$ cat src/rtl/shift_add_mult_8bit.sv
// ---------------------------------------------------------------------------
// shift_add_mult_8bit
//   Sequential unsigned multiplier. Uses shift-and-add with one
//   partial-product step per clock, so a product takes WIDTH RUN cycles.
//   Each step's addition goes through a WIDTH-bit ripple-carry adder
//   (rca_8bit when WIDTH=8).
//
//   Ports:
//     clk    in   1        single clock, rising edge
//     rst    in   1        synchronous active-high reset
//     start  in   1        request, sampled only in IDLE or DONE
//     a      in   WIDTH    multiplicand, captured when start is accepted
//     b      in   WIDTH    multiplier, captured when start is accepted
//     p      out  2*WIDTH  product register, holds the last result
//     busy   out  1        high while in RUN
//     done   out  1        one-cycle pulse when a new p is valid
// ---------------------------------------------------------------------------

module rca_8bit (
  input  logic [7:0] a,
  input  logic [7:0] b,
  input  logic       cin,
  output logic [7:0] sum,
  output logic       cout
);

  // The carry is kept in a scalar that is walked through the bit loop.
  // This describes a true ripple chain without a self-referencing vector.
  always_comb begin
    logic carry;
    sum   = '0;
    carry = cin;
    for (int i = 0; i < 8; i++) begin
      sum[i] = a[i] ^ b[i] ^ carry;
      carry  = (a[i] & b[i]) | (carry & (a[i] ^ b[i]));
    end
    cout = carry;
  end

endmodule

module shift_add_mult_8bit #(
  parameter int WIDTH = 8
) (
  input  logic               clk,
  input  logic               rst,
  input  logic               start,
  input  logic [WIDTH-1:0]   a,
  input  logic [WIDTH-1:0]   b,
  output logic [2*WIDTH-1:0] p,
  output logic               busy,
  output logic               done
);

  localparam int CW = $clog2(WIDTH) + 1;

  typedef enum logic [1:0] {
    IDLE = 2'd0,
    RUN  = 2'd1,
    DONE = 2'd2
  } state_t;

  state_t             state_q;
  state_t             state_d;
  logic [WIDTH-1:0]   mcand;
  logic [2*WIDTH-1:0] acc;
  logic [CW-1:0]      cnt;
  logic [2*WIDTH-1:0] p_q;

  logic [WIDTH-1:0]   add_a;
  logic [WIDTH-1:0]   add_b;
  logic [WIDTH-1:0]   add_sum;
  logic               add_co;
  logic [2*WIDTH-1:0] acc_next;
  logic               last_step;
  logic               accept;

  // The upper half of acc is the running partial sum. The multiplicand is
  // added in only when the multiplier bit currently in acc[0] is set.
  assign add_a = acc[2*WIDTH-1:WIDTH];
  assign add_b = acc[0] ? mcand : '0;

  generate
    if (WIDTH == 8) begin : g_rca
      rca_8bit u_rca (
        .a    (add_a),
        .b    (add_b),
        .cin  (1'b0),
        .sum  (add_sum),
        .cout (add_co)
      );
    end else begin : g_generic_add
      assign {add_co, add_sum} = {1'b0, add_a} + {1'b0, add_b};
    end
  endgenerate

  // The carry-out re-enters at the MSB while the whole register shifts
  // right. This retires one multiplier bit per step and never loses the
  // carry.
  assign acc_next  = {add_co, add_sum, acc[WIDTH-1:1]};
  assign last_step = (cnt == CW'(WIDTH - 1));
  assign accept    = start && ((state_q == IDLE) || (state_q == DONE));

  always_ff @(posedge clk) begin
    if (rst) begin
      state_q <= IDLE;
    end else begin
      state_q <= state_d;
    end
  end

  always_comb begin
    state_d = state_q;
    case (state_q)
      IDLE:    if (start) state_d = RUN;
      RUN:     if (last_step) state_d = DONE;
      DONE:    state_d = start ? RUN : IDLE;
      default: state_d = IDLE;
    endcase
  end

  always_ff @(posedge clk) begin
    if (rst) begin
      mcand <= '0;
      acc   <= '0;
      cnt   <= '0;
      p_q   <= '0;
    end else if (accept) begin
      mcand <= a;
      acc   <= {{WIDTH{1'b0}}, b};
      cnt   <= '0;
    end else if (state_q == RUN) begin
      acc <= acc_next;
      cnt <= cnt + CW'(1);
      if (last_step) begin
        p_q <= acc_next;
      end
    end
  end

  assign p    = p_q;
  assign busy = (state_q == RUN);
  assign done = (state_q == DONE);

endmodule

$ cat config.mk
export PLATFORM = sky130hd
export DESIGN_NAME = shift_add_mult_8bit
export DESIGN_NICKNAME = d
export VERILOG_FILES = /design/src/rtl/shift_add_mult_8bit.sv
export SDC_FILE = /design/constraint.sdc
export NUM_CORES = 1
export LEC_CHECK = 0
export CORE_ASPECT_RATIO = 1.1
export CORE_MARGIN = 2
export CORE_UTILIZATION = 55
export DETAILED_ROUTE_END_ITERATION = 10
export HOLD_SLACK_MARGIN = 0.03
export PLACE_DENSITY = 0.95
export SLEW_MARGIN = 20
export SYNTH_ARGS = -nofsm -noshare
export SYNTH_HDL_FRONTEND = slang
export SYNTH_SLANG_ARGS = --single-unit
export TNS_END_PERCENT = 1
$ cat constraint.sdc
create_clock -name clk -period 6.7 [get_ports clk]
set_input_delay 1.34 -clock clk [delete_from_list [all_inputs] [get_ports clk]]
set_output_delay 1.34 -clock clk [all_outputs]
set_load 0.005 [all_outputs]
==> results of run 1 <==
## flip-flops by register name, summed over array words and instances (netlist names)
name	cells
acc	16
cnt	4
mcand	8
p	16
state_q	2
## synthesized netlist by cell type
cell type   n
a211oi_1    5
fa_1        7
o21ai_0    14
nor3_2      2
and3b_1     1
xor2_1      1
and2_1      6
nand3_1    14
a21oi_1    32
inv_1       5
nor2b_1     2
buf_6       1
nor3_1     15
o22ai_1     8
ha_1        2
or3_1       1
buf_4       4
nand3b_1    2
xnor2_1     1
dfxtp_1    46
a211oi_2    1
buf_2       8
clkbuf_1    5
nand2b_1    1
nand2_1    30
inv_2       1
nor2_1      7
nand2b_2    2
buf_1       1
## stage by stage
| stage | area, um^2 | utilization, % | hold slack, ns | power [mW] |
|---|---|---|---|---|
| global route | 2350 | 69.5 | 0.497 | 0.508 |
| finish | 2350 | 69.5 | 0.463 | 0.486 |
| detailed placement | 2290 | 67.7 | 0.446 | 0.354 |
| CTS | 2350 | 69.5 | 0.462 | 0.488 |
| floorplan | 1970 | - | 0.432 | 0.337 |
| global placement | 2290 | 67.7 | 0.441 | 0.352 |
## logic make-up after synthesis
family          count (synthesis)
buf+inv                        25
xor+xnor                        2
fa+ha+maj                       9
simple gates                   83
flops                          46
compound gates                 60
## final cells by class
cell class | instances | area (um^2)
fillers | 281 | 1030
multi-input cells | 154 | 923
inverters | 6 | 22.5
repair buffers | 37 | 368
clock inverters | 1 | 5.00
well taps | 48 | 60.1
flip-flops and latches | 46 | 921
clock buffers | 7 | 55.1
## power by group through the flow
stage	clock network [mW]	logic [mW]	registers, mW
global route	0.152	0.0627	0.294
global placement	0	0.0549	0.297
finish	0.138	0.0570	0.292
detailed placement	0	0.0562	0.298
floorplan	0	0.0415	0.296
CTS	0.139	0.0565	0.292
## critical path, stage by stage (launching register included)
cell and delay (ns):
dfxtp_1 0.39, and2_1 0.19, ha_1 0.18, inv_1 0.06, fa_1 0.16, inv_1 0.06
fa_1 0.37, fa_1 0.39, fa_1 0.41, fa_1 0.39, fa_1 0.36, inv_1 0.08
fa_1 0.44, a211oi_1 0.21
## metal layers
layer | global-route usage (%) | up-vias
met5 | 0 | -
met4 | 7.61 | 0
met3 | 6.02 | 4
met2 | 38.7 | 47
met1 | 26.4 | 768
li1 | - | 821
## path summary, 6_finish.rpt
check	to	slack (ns)	cells after the start
min reg2reg	mcand[6]	0.46	2
max reg2reg	p[14]	2.93	13
min	mcand[6]	0.46	2
max	p[14]	2.93	13
==> reports/summary.log, run 1 <==
[synth] total number of yosys warnings 0
[sta] final clock skew 0.0157 ns
[detailed_routing] ANT nets after route 0
[synth] mux contribution to synthesized area 0%
[detailed_routing] met3 routed WL 185 um
[cells_and_area] most frequent cells in the layout dfxtp_1, clkdlybuf4s50_1, a21oi_1
[cells_and_area] leading cell type in the layout, fill and taps excluded dfxtp_1
[power_and_ir_drop] Pleak 0.814 nW
[place] Routability Congestion 0.804
[floorplan] boundary pin count 37
[clocking] number of buffers added for setup after CTS 0
[clocking] count of hold-fix buffers inserted at cts 0
[hold_path] type of the tightest min-delay check register to register
[synth] cell types occupying the most area after synthesis dfxtp_1, a21oi_1, fa_1
[detailed_routing] Routed met1 length 1760 um
[sta] unrepaired setup endpoints after global routing false
[clocking] clock transition at the register clock pins on the worst setup and hold paths after CTS 0.12 ns
[clocking] CTS tree built
[cells_and_area] share of post-route cells with drive strength above 1 5.98%
[clocking] cell at the root of the clock tree clkbuf_4
[sta] Final Hold Viols 0
[synth] compound-cell area share of the yosys netlist 16.8%
[global_routing] maximum number of pins on one net before global-route repair 40
[power_and_ir_drop] internal power 0.359 mW
[hold_path] source of the worst hold timing path mcand[6]
[sta] maximum clock frequency 265 MHz
[power_and_ir_drop] Worst VDD drop 0.147 mV
[worst_setup_path] Worst R2R Start acc[0]
[power_and_ir_drop] switch share 26.2%
[detailed_routing] DRC violation total after the first TritonRoute iteration 98
[global_routing] via count of the first global-routing pass 1637
[sta] worst max-slew margin expressed relative to the limit 53.4%
[global_routing] antenna violations before repair 0
[cells_and_area] antenna diode instance count 0
[detailed_routing] total length of routed met2 wires 2120 um
[floorplan] die outline height 66.7 um
[power_and_ir_drop] Switch Pwr 0.127 mW
[synth] largest area contributor in the netlist dfxtp_1
[detailed_routing] final wirelength 4110 um
[power_and_ir_drop] power share of the combinational group 11.7%
[detailed_routing] DRC violations left 0
[detailed_routing] vias per cell 5.48
[synth] main combinational cell family by area after synthesis simple AND/OR/NAND/NOR gates
[synth] share of the synthesized netlist area taken by xor and xnor gates 0.890%
[synth] proportion of synthesized chip area in sequential cells 46.8%
[place] pre-CTS setup slack 2.95 ns
[clocking] H-tree Lvls 2
[sta] final setup violating endpoints 0
[clocking] clock latency on the worst-skew pair 0.37 ns
[synth] Post-Syn Instances 225
[sta] transition at the pin with the smallest max-transition slack 0.696 ns
[place] post-DP HPWL 2730 um
[synth] top-area cell type share of the netlist area 46.8%
[worst_setup_path] Critical Path End Type register
[detailed_routing] uppermost layer routed met4
[place] Port Buf Inserts 36
[clocking] CTS Buf Count 5
[synth] Netlist Area Pre-Place 0.00197 mm^2
[global_routing] total routing usage reported by global routing 22.5%
[run] count of max-cap constraint violations 0
[synth] post-synthesis average cell area 8.75 um^2
[clocking] maximum root-to-sink buffer count 2
[worst_setup_path] maximum fanout along the worst path 9
[worst_setup_path] Crit Path Category register to register
[sta] period utilization 56.3%
[outcome] outcome completed
[floorplan] effective utilization at floorplan 58.1%
[detailed_routing] Routed wire per std cell 13.8 um
[synth] Adder-Cell Fraction of Synth Area 8.39%
[sta] TNS Setup 0 ns
[clocking] post-CTS sizing 0
[place] total placed cells including tap cells 291
[floorplan] Die X 61.0 um
[sta] Final Worst Setup Slack 2.93 ns
[cells_and_area] Non-Filler Instances 299
[floorplan] number of core rows 22
[floorplan] total die area 0.00407 mm^2
[synth] syn nets 253
[worst_setup_path] Worst setup SP type register
[worst_setup_path] CP Data Arrival Time 4.05 ns
[worst_setup_path] WP data required 6.98 ns
[sta] min cycle time layout 3.77 ns
[global_routing] GRT Residual Overflow 0
[power_and_ir_drop] power per unit of standard cell area 207 mW/mm^2
[sta] Final Slew Violations 0
[cells_and_area] area growth from synthesis to final layout 19.6%
[cells_and_area] Net count, final 278
[synth] Yosys reg bits 46
[detailed_routing] vias 1640
[detailed_routing] number of detailed-route iterations in the first pass 4
[synth] count of different cell masters after synthesis 29
[synth] simple-gate share of the synthesized area 20.7%
[power_and_ir_drop] Sequential Power Share 60.0%
[clocking] Num Clock Sinks 46
[global_routing] wire length of the first global-routing pass 6870 um
[floorplan] core region area 0.00339 mm^2
[worst_setup_path] Setup crit start acc[0]
[power_and_ir_drop] part of the power in the clock network 28.3%
Note: power is estimated with default switching activity, not from simulation.
==> run 2: changes to the inputs <==
--- a/config.mk
+++ b/config.mk
@@ -7,10 +7,10 @@
 export LEC_CHECK = 0
 export CORE_ASPECT_RATIO = 1.1
 export CORE_MARGIN = 2
-export CORE_UTILIZATION = 55
+export CORE_UTILIZATION = 46
 export DETAILED_ROUTE_END_ITERATION = 10
 export HOLD_SLACK_MARGIN = 0.03
-export PLACE_DENSITY = 0.95
+export PLACE_DENSITY = 0.87
 export SLEW_MARGIN = 20
 export SYNTH_ARGS = -nofsm -noshare
 export SYNTH_HDL_FRONTEND = slang
==> constraint.sdc (replaced) <==
create_clock -name clk -period 3.3 [get_ports clk]
set_input_delay 0.66 -clock clk [delete_from_list [all_inputs] [get_ports clk]]
set_output_delay 0.66 -clock clk [all_outputs]
set_load 0.005 [all_outputs]
==> run 2 against run 1 <==
- the run now ends with setup timing left
- power is 110% higher
- final area is 3.3% higher
- global-route usage is 2.8 points lower
- non-clock buffer count is 5 higher
- sequential share of layout area is 1.2 points lower
- flip-flop and latch count stayed put
- critical path type unchanged
==> reports/summary.log, run 2 (synthesized netlist as in run 1, its figures left out) <==
[worst_setup_path] Worst Path Buf+Inv 3 [unchanged]
[sta] Final Hold Viols 0 [unchanged]
[worst_setup_path] Critical Path End Type register [unchanged]
[worst_setup_path] cells along the critical path and2_1 > ha_1 > inv_1 > fa_1 > inv_1 > fa_2 > fa_2 > fa_2 > fa_2 > fa_2 > inv_2 > fa_2 > a211oi_2 [was and2_1 > ha_1 > inv_1 > fa_1 > inv_1 > fa_1 > fa_1 > fa_1 > fa_1 > fa_1 > inv_1 > fa_1 > a211oi_1]
[worst_setup_path] most repeated library cell on the critical path fa_2 [was fa_1]
[power_and_ir_drop] Pleak 0.830 nW [was 0.814 nW]
[global_routing] wire length of the first global-routing pass 7220 um [was 6870 um]
[cells_and_area] Net count, final 283 [was 278]
[worst_setup_path] reg-to-reg endpoint p[14] [unchanged]
[floorplan] number of core rows 24 [was 22]
[run] count of max-cap constraint violations 0 [unchanged]
[place] Routability Congestion 0.766 [was 0.804]
[global_routing] maximum number of pins on one net before global-route repair 39 [was 40]
[global_routing] total routing usage reported by global routing 19.7% [was 22.5%]
[sta] Final Worst Setup Slack -0.118 ns [was 2.93 ns]
[worst_setup_path] Worst setup SP type register [unchanged]
[sta] unrepaired setup endpoints after global routing true [was false]
[sta] TNS Setup -0.225 ns [was 0 ns]
[place] Port Buf Inserts 36 [unchanged]
[floorplan] boundary pin count 37 [unchanged]
[cells_and_area] leading cell type in the layout, fill and taps excluded dfxtp_1 [unchanged]
[cells_and_area] Non-Filler Instances 307 [was 299]
[sta] period utilization 104% [was 56.3%]
[global_routing] via count of the first global-routing pass 1565 [was 1637]
[detailed_routing] ANT nets after route 0 [unchanged]
[cells_and_area] # fillers 377 [was 281]
[worst_setup_path] critical path's top delay family adder cells [unchanged]
[worst_setup_path] end point of the critical path p[14] [unchanged]
[place] total placed cells including tap cells 300 [was 291]
[floorplan] effective utilization at floorplan 48.9% [was 58.1%]
[clocking] H-tree Lvls 2 [unchanged]
[clocking] CTS tree built [unchanged]
[floorplan] total die area 0.00482 mm^2 [was 0.00407 mm^2]
[detailed_routing] final wirelength 4190 um [was 4110 um]
[sta] maximum clock frequency 293 MHz [was 265 MHz]
[detailed_routing] DRC violations left 0 [unchanged]
[power_and_ir_drop] Worst VDD drop 0.241 mV [was 0.147 mV]
[power_and_ir_drop] total power consumption of the routed design 1.04 mW [was 0.486 mW]
[sta] Final Slew Violations 0 [unchanged]
[sta] transition at the pin with the smallest max-transition slack 0.612 ns [was 0.696 ns]
[floorplan] Die X 66.4 um [was 61.0 um]
[outcome] outcome finished with violations [was completed]
[clocking] count of hold-fix buffers inserted at cts 0 [unchanged]
[worst_setup_path] WP data required 3.53 ns [was 6.98 ns]
[cells_and_area] antenna diode instance count 0 [unchanged]
[worst_setup_path] R2R cell count 13 [unchanged]
[worst_setup_path] CP Data Arrival Time 3.64 ns [was 4.05 ns]
[sta] final clock skew 0.00574 ns [was 0.0157 ns]
[detailed_routing] number of detailed-route iterations in the first pass 4 [unchanged]
[detailed_routing] DRC violation total after the first TritonRoute iteration 156 [was 98]
[worst_setup_path] Crit Path Category register to register [unchanged]
[detailed_routing] vias 1661 [was 1640]
[clocking] maximum root-to-sink buffer count 2 [unchanged]
[sta] Min Hold Slack 0.455 ns [was 0.463 ns]
[floorplan] die outline height 72.6 um [was 66.7 um]
[floorplan] core region area 0.00402 mm^2 [was 0.00339 mm^2]
[place] pre-CTS setup slack -0.227 ns [was 2.95 ns]
[clocking] clock latency on the worst-skew pair 0.30 ns [was 0.37 ns]
[global_routing] GRT Residual Overflow 0 [unchanged]
[cells_and_area] share of post-route cells with drive strength above 1 10.2% [was 5.98%]
[worst_setup_path] Worst R2R Start acc[0] [unchanged]
[worst_setup_path] maximum fanout along the worst path 2 [was 9]
[global_routing] antenna violations before repair 0 [unchanged]
[worst_setup_path] slowest cell delay on critical path 0.45 ns [was 0.44 ns]
[detailed_routing] vias per cell 5.41 [was 5.48]
[place] post-DP HPWL 2780 um [was 2730 um]
[worst_setup_path] instance count on the critical path 13 [unchanged]
[cells_and_area] area growth from synthesis to final layout 23.6% [was 19.6%]
[detailed_routing] Routed wire per std cell 13.7 um [was 13.8 um]
[power_and_ir_drop] power per unit of standard cell area 428 mW/mm^2 [was 207 mW/mm^2]
[clocking] Num Clock Sinks 46 [unchanged]
[cells_and_area] most frequent cells in the layout dfxtp_1, clkdlybuf4s50_1, a21oi_1 [unchanged]
[worst_setup_path] cell at the slowest stage of the critical path fa_2 [was fa_1]
[outcome] failing checks setup timing
[worst_setup_path] Register-to-Register Setup Slack -0.12 ns [was 2.93 ns]
[clocking] cell at the root of the clock tree clkbuf_8 [was clkbuf_4]
[clocking] clock transition at the register clock pins on the worst setup and hold paths after CTS 0.08 ns [was 0.12 ns]
[sta] worst max-slew margin expressed relative to the limit 59.1% [was 53.4%]
[sta] final setup violating endpoints 2 [was 0]
[worst_setup_path] Setup crit start acc[0] [unchanged]
[hold_path] type of the tightest min-delay check register to register [unchanged]
[clocking] CTS Buf Count 5 [unchanged]
[sta] min cycle time layout 3.42 ns [was 3.77 ns]
==> run 2: report_power, final <==
part	total [mW]	leakage (nW)	internal, mW	switching, mW
Sequential	0.591	0.375	0.576	0.0148
Clock	0.323	0.0383	0.146	0.178
Combinational	0.127	0.417	0.0560	0.0709
Total	1.04	0.830	0.778	0.263
==> run 2: tightest hold or removal path, stage by stage (launching register included) <==
cell and delay (ns):
dfxtp_1 0.31, nand2_1 0.05, a21oi_1 0.05
==> run 2: routing by layer <==
layer	wire (um)	global-route usage (%)
met5	0	0
met4	93	8.84
met3	222	5.40
met2	2060	30.4
met1	1820	25.7
==> run 2: worst min path at each step <==
stage / startpoint / to / slack, ns / depth (start not counted)
5_1_grt: mcand[7] / mcand[7] / 0.48 / 2
2_1_floorplan: mcand[0] / mcand[0] / 0.43 / 2
3_5_place_dp: mcand[0] / mcand[0] / 0.45 / 2
4_1_cts: mcand[6] / mcand[6] / 0.46 / 2
3_3_place_gp: mcand[5] / mcand[5] / 0.44 / 2
6_report: mcand[6] / mcand[6] / 0.46 / 2
==> run 2: final cells by class <==
cell class              instances  area, um^2  area share (%)
multi-input cells             154         941            38.7
flip-flops and latches         46         922            37.9
repair buffers                 42         405            16.7
clock buffers                   7        76.3            3.14
well taps                      52        65.1            2.67
inverters                       6        22.5           0.926
==> run 2: repair_timing <==
action                     4_1_cts  5_1_grt
buffers inserted                 0        0
hold endpoints to repair         0        0
pin swaps                        2        1
setup endpoints to repair        2        2
gates resized for setup          5        1
==> run 2: per-stage QoR <==
step / util (%) / instance area (um^2)
floorplan: - / 1980
global placement: 58.2 / 2340
detailed placement: 58.2 / 2340
CTS: 60.4 / 2430
global route: 60.4 / 2430
finish: 60.4 / 2430
